File: src/rtl/if_stage_pkg.sv
// if_stage_pkg: FSM state encodings, the fetched-entry record and the default NOP word
// shared by the fetch stage and its skid buffer.
package if_stage_pkg;
    typedef enum logic [1:0] {
        IF_ST_ISSUE = 2'd0,
        IF_ST_WAIT  = 2'd1,
        IF_ST_STALL = 2'd2
    } if_state_e;
    localparam logic [31:0] NOP_INSTR_DEFAULT = 32'h0000_0000;
    typedef struct packed {
        logic [31:0] instr;
        logic [31:0] pc;
        logic        fault;
    } if_entry_t;
endpackage

File: src/rtl/if_skid_buf.sv
// if_skid_buf: one-entry holding register for a fetched {instr, pc, fault};
// clear wins over load, load wins over drain.
module if_skid_buf
    import if_stage_pkg::*;
(
    input  logic      clk,
    input  logic      rest,
    input  logic      load,
    input  logic      drain,
    input  logic      clear,
    input  if_entry_t d,
    output logic      valid,
    output if_entry_t q
);
    logic      valid_q, valid_d;
    if_entry_t entry_q, entry_d;
    always_comb begin
        valid_d = clear ? 1'b0 : load ? 1'b1 : drain ? 1'b0 : valid_q;
        entry_d = load ? d : entry_q;
    end
    always_ff @(posedge clk or posedge rest) begin
        if (rest) begin
            valid_q <= 1'b0;
            entry_q <= '0;
        end else begin
            valid_q <= valid_d;
            entry_q <= entry_d;
        end
    end
    assign valid = valid_q;
    assign q     = entry_q;
endmodule

File: src/rtl/if_stage.sv
// if_stage: instruction fetch over a req/ack memory port with one output register and one skid entry.
// IF_ALIGN_CHECK_EN: a misaligned pc_addr produces a faulted NOP instead of a memory request.
module if_stage
    import if_stage_pkg::*;
#(
    parameter logic [31:0] RESET_PC  = 32'h0000_0000,
    parameter logic [31:0] NOP_INSTR = NOP_INSTR_DEFAULT
) (
    input  logic        clk,
    input  logic        rest,
    input  logic [31:0] pc_addr,
    output logic        pc_en,
    input  logic        flush,
    output logic        imem_req,
    output logic [31:0] imem_addr,
    input  logic        imem_ack,
    input  logic [31:0] imem_rdata,
    output logic        if_valid,
    output logic [31:0] if_instr,
    output logic [31:0] if_pc,
    output logic [31:0] if_pc_plus4,
    input  logic        id_ready,
    output logic        if_fault
);
    if_state_e   state_q, state_d;
    logic [31:0] addr_q, addr_d;
    logic        drop_q, drop_d, out_valid_q, out_valid_d;
    if_entry_t   out_q, out_d, cap, skid_q;
    logic        misaligned, capture, cap_out, cap_skid, skid_drain, skid_valid;

`ifdef IF_ALIGN_CHECK_EN
    assign misaligned = pc_addr[1:0] != 2'b00;
`else
    assign misaligned = 1'b0;
`endif

    always_comb begin
        capture    = !flush && ((state_q == IF_ST_WAIT && imem_ack && !drop_q) ||
                                (state_q == IF_ST_ISSUE && misaligned));
        cap.instr  = (state_q == IF_ST_ISSUE) ? NOP_INSTR : imem_rdata;
        cap.pc     = (state_q == IF_ST_ISSUE) ? pc_addr : addr_q;
        cap.fault  = state_q == IF_ST_ISSUE;
        cap_out    = capture && (!out_valid_q || id_ready);
        cap_skid   = capture && !cap_out;
        skid_drain = !flush && state_q == IF_ST_STALL && id_ready && skid_valid;
        state_d    = state_q;
        addr_d     = addr_q;
        drop_d     = drop_q;
        if (state_q == IF_ST_ISSUE) begin
            state_d = misaligned ? (cap_skid ? IF_ST_STALL : IF_ST_ISSUE) : IF_ST_WAIT;
            addr_d  = pc_addr;
            // a flush in the issue cycle still leaves a request in flight that must be discarded
            drop_d  = flush && !misaligned;
        end else if (state_q == IF_ST_WAIT) begin
            state_d = !imem_ack ? IF_ST_WAIT : cap_skid ? IF_ST_STALL : IF_ST_ISSUE;
            drop_d  = !imem_ack && (drop_q || flush);
        end else begin
            state_d = (flush || id_ready) ? IF_ST_ISSUE : IF_ST_STALL;
        end
        out_valid_d = flush ? 1'b0 : (cap_out || skid_drain) ? 1'b1 : id_ready ? 1'b0 : out_valid_q;
        out_d       = cap_out ? cap : skid_drain ? skid_q : out_q;
        imem_req    = !rest && ((state_q == IF_ST_ISSUE && !misaligned) || state_q == IF_ST_WAIT);
        imem_addr   = (!rest && state_q == IF_ST_ISSUE) ? pc_addr : addr_q;
        pc_en       = !rest && (flush || capture);
    end

    always_ff @(posedge clk or posedge rest) begin
        if (rest) begin
            state_q     <= IF_ST_ISSUE;
            addr_q      <= RESET_PC;
            drop_q      <= 1'b0;
            out_valid_q <= 1'b0;
            out_q       <= '{instr: NOP_INSTR, pc: RESET_PC, fault: 1'b0};
        end else begin
            state_q     <= state_d;
            addr_q      <= addr_d;
            drop_q      <= drop_d;
            out_valid_q <= out_valid_d;
            out_q       <= out_d;
        end
    end

    if_skid_buf u_skid (
        .clk   (clk),
        .rest  (rest),
        .load  (cap_skid),
        .drain (skid_drain),
        .clear (flush),
        .d     (cap),
        .valid (skid_valid),
        .q     (skid_q)
    );

    assign if_valid    = out_valid_q;
    assign if_instr    = out_valid_q ? out_q.instr : NOP_INSTR;
    assign if_pc       = out_q.pc;
    assign if_pc_plus4 = out_q.pc + 32'd4;
    assign if_fault    = out_valid_q & out_q.fault;
endmodule

File: config.mk
export PLATFORM = sky130hd
export DESIGN_NAME = if_stage
export DESIGN_NICKNAME = d
export VERILOG_FILES = /design/src/rtl/if_stage_pkg.sv /design/src/rtl/if_skid_buf.sv /design/src/rtl/if_stage.sv
export SDC_FILE = /design/constraint.sdc
export NUM_CORES = 1
export LEC_CHECK = 0
export ABC_AREA = 1
export BUFFER_PORTS_ARGS = -buffer_cell sky130_fd_sc_hd__buf_4
export CORE_MARGIN = 2
export CORE_UTILIZATION = 40
export DETAILED_ROUTE_END_ITERATION = 6
export GPL_TIMING_DRIVEN = 0
export PLACE_DENSITY = 0.71
export SYNTH_ARGS = -nofsm -noshare
export SYNTH_HDL_FRONTEND = slang
export SYNTH_SLANG_ARGS = --single-unit
File: constraint.sdc
create_clock -name clk -period 4.3 [get_ports clk]
set_input_delay 0 -clock clk [delete_from_list [all_inputs] [get_ports clk]]
set_output_delay 0 -clock clk [all_outputs]
set_load 0.01 [all_outputs]
==> out/results.ini, run 1 <==
[power]
seqPwrFrac_pct=42.8
leakagePower_nw=6.37
clkPwrFrac_pct=28.9
internal_power_w=0.00340
ir_drop_uv=285
comb_power_share_pct=28.3
power.share.switching_pct=32.6
p_sw_w=0.00164
cellPowerDensity_nw_per_um2=425

[die]
die_w_microns=151
dieArea_sq_um=22900
rows=53
core_sq_um=21200
pin_count=201
die_h_microns=151
floorplan.initialDensity_pct=41.0

[yosys]
synthTopCellsByArea=dfrtp_1 48%, nand2_1 21%, nand3_1 12%
synth-warning-count=0
synth_top_cell_by_area=dfrtp_1
ys_seq_area_share_pct=48.2
syn_inst=1135
synth_fp_nets=1205
syn-cell-area_sq_um=8680
async_reset_ff_share_pct=100
yosysUniqueCellTypes=27
synth_seq_cells=167
synth_edf_count=0
synth_top_area_share_pct=48.2
syn_avg_cell_area_sq_um=7.64
synth_ff_type=dfrtp_1

[cts]
ctsHtreeMaxLevel=4
clock-root-buffer=clkbuf_16
cts.sinks=167
cts_tree=done
cts_buffers=17
clk_pin_slew_ns=0.07
insertion_delay_ns=0.43
cts_buffer_depth=2
cts_setup_buffers=0

[timing]
rsz0062_at_grt=no
fmax_mhz=334
fin_crit_sh_pct=69.7
finalHoldViolCount=0
tightestPinTransition_ns=0.617
drv_slew=0
finalSetupViolCount=0
finalCriticalPeriod_ns=3.00
slew_headroom_pct=58.8
finalWorstSetupSlack_ns=1.30
final.setup_skew_ns=0.00954

[run]
maxCapViolCount=0

[worst_setup_path]
crit_fanout=38
crit_required_ns=4.30
cp-startpoint=rest
worstSetupEndpointType=output pin
r2r_start=state_q[1]$_DFF_PP0_
crit_type=in2out
startpoint_type=primary input
critPathArrivalTime_ns=3.00

[global_routing]
grt_max_degree=43
grt_usage_pct=22.8
antenna_found_initial=0
grt_first_pass_wirelength_microns=40500
grt_overflow=0
grt_pass1_vias=8049

[outcome]
status=finished, final reports clean

[placed_design]
hpwlAfterDp_microns=18400
dpl_worst_slack_ns=1.79
io_buffers=200
gp_routability_congestion=0.831

[final_layout]
num-nets-final=1497
fill_cells=1945
finish.utilization_pct=56.0
drive_gt1_share_pct=24.4
regArea_sq_um=4180
multi_input_area_sq_um=3660
areaGrowthSynthToFinish_pct=36.6
antenna_cells=0

[min_path]
hold_class=in2async

[drt]
vias=8426
first_pass_iters=5
drc_errors=0
antenna_left=0
wl_per_cell_microns=14.9
routed_wl_microns=25600
vias_per_cell=4.91
first_iter_violations=618

[critical path, cell delays in order]
cell	delay, ns
dlygate4sd3_1	0.53
buf_4	0.14
clkinvlp_4	0.50
buf_12	0.40
buf_12	0.19
nand2_1	0.28
buf_2	0.34
mux2_2	0.41
buf_4	0.15
[metal layers]
layer / global-route usage (%) / wire length, microns / part of all wire (%)
met5: 0 / 0 / 0
met4: 8.08 / 581 / 2.3
met3: 3.89 / 1560 / 6.1
met2: 37.9 / 12400 / 48
met1: 30.1 / 11100 / 43
[final cells by class]
| type | count | area share [%] |
|---|---|---|
| multi-input combinational | 807 | 30.9 |
| timing repair buffer | 273 | 19.2 |
| tap | 275 | 2.90 |
| sequential | 167 | 35.3 |
| buffer | 96 | 4.97 |
| clock buffer | 19 | 3.74 |
| clock inverter | 13 | 0.940 |
| inverter | 65 | 2.09 |
[path summary, 6_finish.rpt]
check,endpoint,slack [ns],cells after the start
setup reg to reg,state_q[1]$_DFF_PP0_,2.32,7
setup / recovery,imem_addr[13],1.30,9
min in group clk,u_skid.q[53]$_DFFE_PP0P_,0.32,4
max in group asynchronous,u_skid.q[4]$_DFFE_PP0P_,3.24,5
hold reg to reg,u_skid.q[13]$_DFFE_PP0P_,0.47,2
hold / removal,drop_q$_DFFE_PP0N_,0.22,3
[stage by stage]
step	hold slack (ns)	setup TNS, ns	cell area, sq um	std cells	power (W)
after global routing	0.268	0	11900	1715	0.00532
after CTS	0.230	0	11900	1715	0.00507
after floorplan	0.0429	0	8680	1135	0.00288
after global placement	0.196	-39.88	10500	1610	0.00352
after detailed placement	0.136	0	10600	1614	0.00356
final	0.221	0	11900	1715	0.00504
[synthesized netlist by cell type, types with 4 or more instances]
cell type,count
clkbuf_1,16
nand2_1,482
buf_2,33
mux2_2,30
inv_1,62
buf_6,4
dfrtp_1,167
buf_4,42
xor2_1,10
nor2_1,55
nand3_1,209
xnor2_1,5
[state kept, by name (all words and copies together), names as in the netlist]
| register | cells |
|---|---|
| addr_q | 32 |
| drop_q | 1 |
| if_pc | 32 |
| if_valid | 1 |
| out_q | 33 |
| state_q | 2 |
| u_skid.q | 65 |
| u_skid.valid | 1 |
[power groups by stage]
| stage | registers, W | logic, W | clock network (W) |
|---|---|---|---|
| floorplan | 0.00208 | 0.000809 | 0 |
| global placement | 0.00217 | 0.00135 | 0 |
| detailed placement | 0.00218 | 0.00139 | 0 |
| CTS | 0.00215 | 0.00144 | 0.00147 |
| global route | 0.00220 | 0.00159 | 0.00153 |
| finish | 0.00216 | 0.00143 | 0.00145 |
[what timing repair did]
action | CTS | global route
hold buffers | 69 | 0
endpoints found under the hold margin | 161 | 0
resized for setup | 0 | 0
setup endpoints to repair | 0 | 0
[cells in the final DEF, fill, tap and decap left out, types with 4 or more instances in the layout]
cell / n
buf_12: 4
buf_2: 33
buf_4: 242
buf_6: 4
clkbuf_1: 17
clkbuf_16: 17
clkinv_4: 4
dfrtp_1: 167
dlygate4sd3_1: 69
inv_1: 61
inv_6: 7
mux2_2: 30
nand2_1: 482
nand3_1: 209
nor2_1: 55
xnor2_1: 5
xor2_1: 10
[logic make-up after synthesis]
kind of cell	count (synthesis)	share of synthesized area, %
fa+ha+maj	1	0.144
simple gates	753	36.0
xor+xnor	15	1.51
buf+inv	161	9.60
mux	32	4.15
compound gates	6	0.389
flops	167	48.2
No activity file was read; power rests on OpenSTA's default activity.
==> inputs of run 2 (changes only) <==
==> constraint.sdc (replaced) <==
create_clock -name clk -period 2.4 [get_ports clk]
set_input_delay 0 -clock clk [delete_from_list [all_inputs] [get_ports clk]]
set_output_delay 0 -clock clk [all_outputs]
set_load 0.01 [all_outputs]
==> run 2 against run 1 <==
  * Clock-buffer cell count unchanged
  * Cell count unchanged
  * Via count rose by 1.1%
  * Global-route usage up 0.50 points
  * Highest routed layer unchanged
  * Combinational power is 80% higher
  * Worst hold slack better by 0.038 ns
  * Sequential share of layout area fell by 0.090 points
  * Register-to-register slack worse by 1.9 ns
  * Clock skew grew 0.00058 ns
  * Non-clock buffer count increased by 1
==> out/results.ini, run 2 (synthesis results as in run 1) <==
[die]
die_w_microns=151  ; unchanged
floorplan.initialDensity_pct=41.0  ; unchanged
pin_count=201  ; unchanged
core_sq_um=21200  ; unchanged
die_h_microns=151  ; unchanged
dieArea_sq_um=22900  ; unchanged
rows=53  ; unchanged

[timing]
rsz0062_at_grt=no
fin_crit_sh_pct=93.0
tightestPinTransition_ns=0.617  ; +0.0000398 ns
whs_ns=0.259  ; +0.0376 ns
final.setup_skew_ns=0.0101  ; +0.000579 ns
drv_slew=0  ; unchanged
finalCriticalPeriod_ns=2.23
slew_headroom_pct=58.9  ; +0.084 points
finalHoldViolCount=0  ; unchanged
fmax_mhz=448
finalSetupViolCount=0  ; unchanged

[run]
maxCapViolCount=0  ; unchanged

[worst_setup_path]
r2r_end=state_q[1]$_DFF_PP0_
startpoint_type=primary input
r2r_start=state_q[1]$_DFF_PP0_
r2r_cells=7  ; unchanged
crit_required_ns=2.40  ; -1.90 ns
rrSetupSlack_ns=0.44  ; -1.88 ns
critPathArrivalTime_ns=2.23  ; -0.77 ns
crit_type=in2out
crit_fanout=36  ; -5.3%
worstSetupEndpointType=output pin
cp-startpoint=rest

[drt]
drc_errors=0  ; unchanged
wl_met3_microns=1920  ; +23%
top_layer_used=met4
wl_met1_microns=11000  ; -0.32%
first_iter_violations=562  ; -9.1%
routed_wl_microns=26300  ; +2.9%
vias_per_cell=4.97  ; +1.1%
vias=8519  ; +1.1%
antenna_left=0  ; unchanged
first_pass_iters=7  ; +2
wl_per_cell_microns=15.3  ; +2.9%
wl_met2_microns=12700  ; +2.8%

[final_layout]
final_cell_mix=482 x nand2_1, 242 x buf_4, 209 x nand3_1
num-nets-final=1498  ; +0.067%
final_common_cell=nand2_1
antenna_cells=0  ; unchanged
drive_gt1_share_pct=24.5  ; +0.069 points
areaGrowthSynthToFinish_pct=37.0
fill_cells=1954  ; +0.46%
largest_reg_flops=65  ; unchanged
finish.utilization_pct=56.2  ; +0.16 points

[power]
comb_power_share_pct=28.1  ; -0.2 points
seqPwrFrac_pct=42.6  ; -0.2 points
p_sw_w=0.00290  ; +77%
ir_drop_uv=525  ; +84%
p_total_w=0.00914  ; +81%
clkPwrFrac_pct=29.3  ; +0.4 points
cellPowerDensity_nw_per_um2=769  ; +81%
internal_power_w=0.00623  ; +84%
power.share.switching_pct=31.8  ; -0.83 points
leakagePower_nw=6.38  ; about the same

[cts]
cts_setup_buffers=0  ; unchanged
cts_tree=done
cts_buffers=17  ; unchanged
cts_buffer_depth=2  ; unchanged
ctsHtreeMaxLevel=4  ; unchanged
clk_pin_slew_ns=0.07  ; about the same
insertion_delay_ns=0.44  ; about the same
clock-root-buffer=clkbuf_16
cts.sinks=167  ; unchanged

[placed_design]
gp_routability_congestion=0.848  ; +2.1%
io_buffers=200  ; unchanged
hpwlAfterDp_microns=18600  ; +1.2%

[global_routing]
grt_pass1_vias=8227  ; +2.2%
grt_overflow=0  ; unchanged
grt_first_pass_wirelength_microns=41300  ; +2.1%
grt_usage_pct=23.3  ; +0.50 points
grt_max_degree=37  ; -14%
antenna_found_initial=0  ; unchanged

[min_path]
hold_class=in2async

[outcome]
status=finished, final reports clean

==> run 2: cell types whose count changed in the layout (fill, tap and decap cells not counted), sizes merged <==
cell / delta
buf: +1
inv: -7
clkinv: +2
bufinv: +2
clkinvlp: +2
==> run 2: power by group through the flow <==
stage	logic, W	registers (W)	clock network (W)
after detailed placement	0.00248	0.00391	0
after global routing	0.00285	0.00396	0.00282
after floorplan	0.00145	0.00372	0
final	0.00257	0.00389	0.00267
after CTS	0.00259	0.00388	0.00270
after global placement	0.00242	0.00389	0
==> run 2: layout make-up <==
class,count,area [sq um],share of cell area (%)
buffer,96,589,4.96
clock buffer,19,433,3.64
clock inverter,12,131,1.11
inverter,65,248,2.08
multi-input combinational,807,3670,30.8
sequential,167,4180,35.2
tap,275,344,2.90
timing repair buffer,274,2290,19.3
==> run 2: what timing repair did <==
| action | CTS | global route |
|---|---|---|
| gates resized for setup | 0 | 2 |
| hold endpoints to repair | 170 | 0 |
| setup endpoints to repair | 0 | 3 |
| hold buffers | 70 | 0 |
==> run 2: worst max path at each step <==
stage / depth (start not counted) / slack, ns / end
2_1_floorplan: 4 / -1.13 / imem_addr[5]
3_3_place_gp: 6 / -3.13 / imem_addr[16]
3_5_place_dp: 7 / 0.02 / imem_addr[16]
4_1_cts: 7 / 0.11 / if_pc_plus4[12]
5_1_grt: 9 / 0.07 / if_pc_plus4[28]
6_report: 8 / 0.17 / imem_addr[16]
==> run 2: metrics by stage <==
stage | setup slack, ns | TNS [ns] | cell area (sq um) | cells
final | 0.168 | 0 | 11900 | 1715
after CTS | 0.113 | 0 | 11900 | 1715
after floorplan | -1.13 | -35.40 | 8680 | 1135
after detailed placement | 0.0235 | 0 | 10600 | 1614
after global placement | -3.13 | -237.47 | 10500 | 1610
after global routing | 0.0705 | 0 | 11900 | 1715
==> run 2: layer usage <==
metal / vias up / track usage, %
met3: 48 / 5.12
met2: 361 / 38.8
li1: 4129 / -
met1: 3981 / 29.8
met5: - / 0
met4: 0 / 8.50
==> run 2: critical path: stages <==
cell and delay, ns:
dlygate4sd3_1 0.52, buf_4 0.13, clkinvlp_4 0.17, buf_12 0.24, nand2_1 0.24, buf_2 0.34, mux2_2 0.42, buf_4 0.16
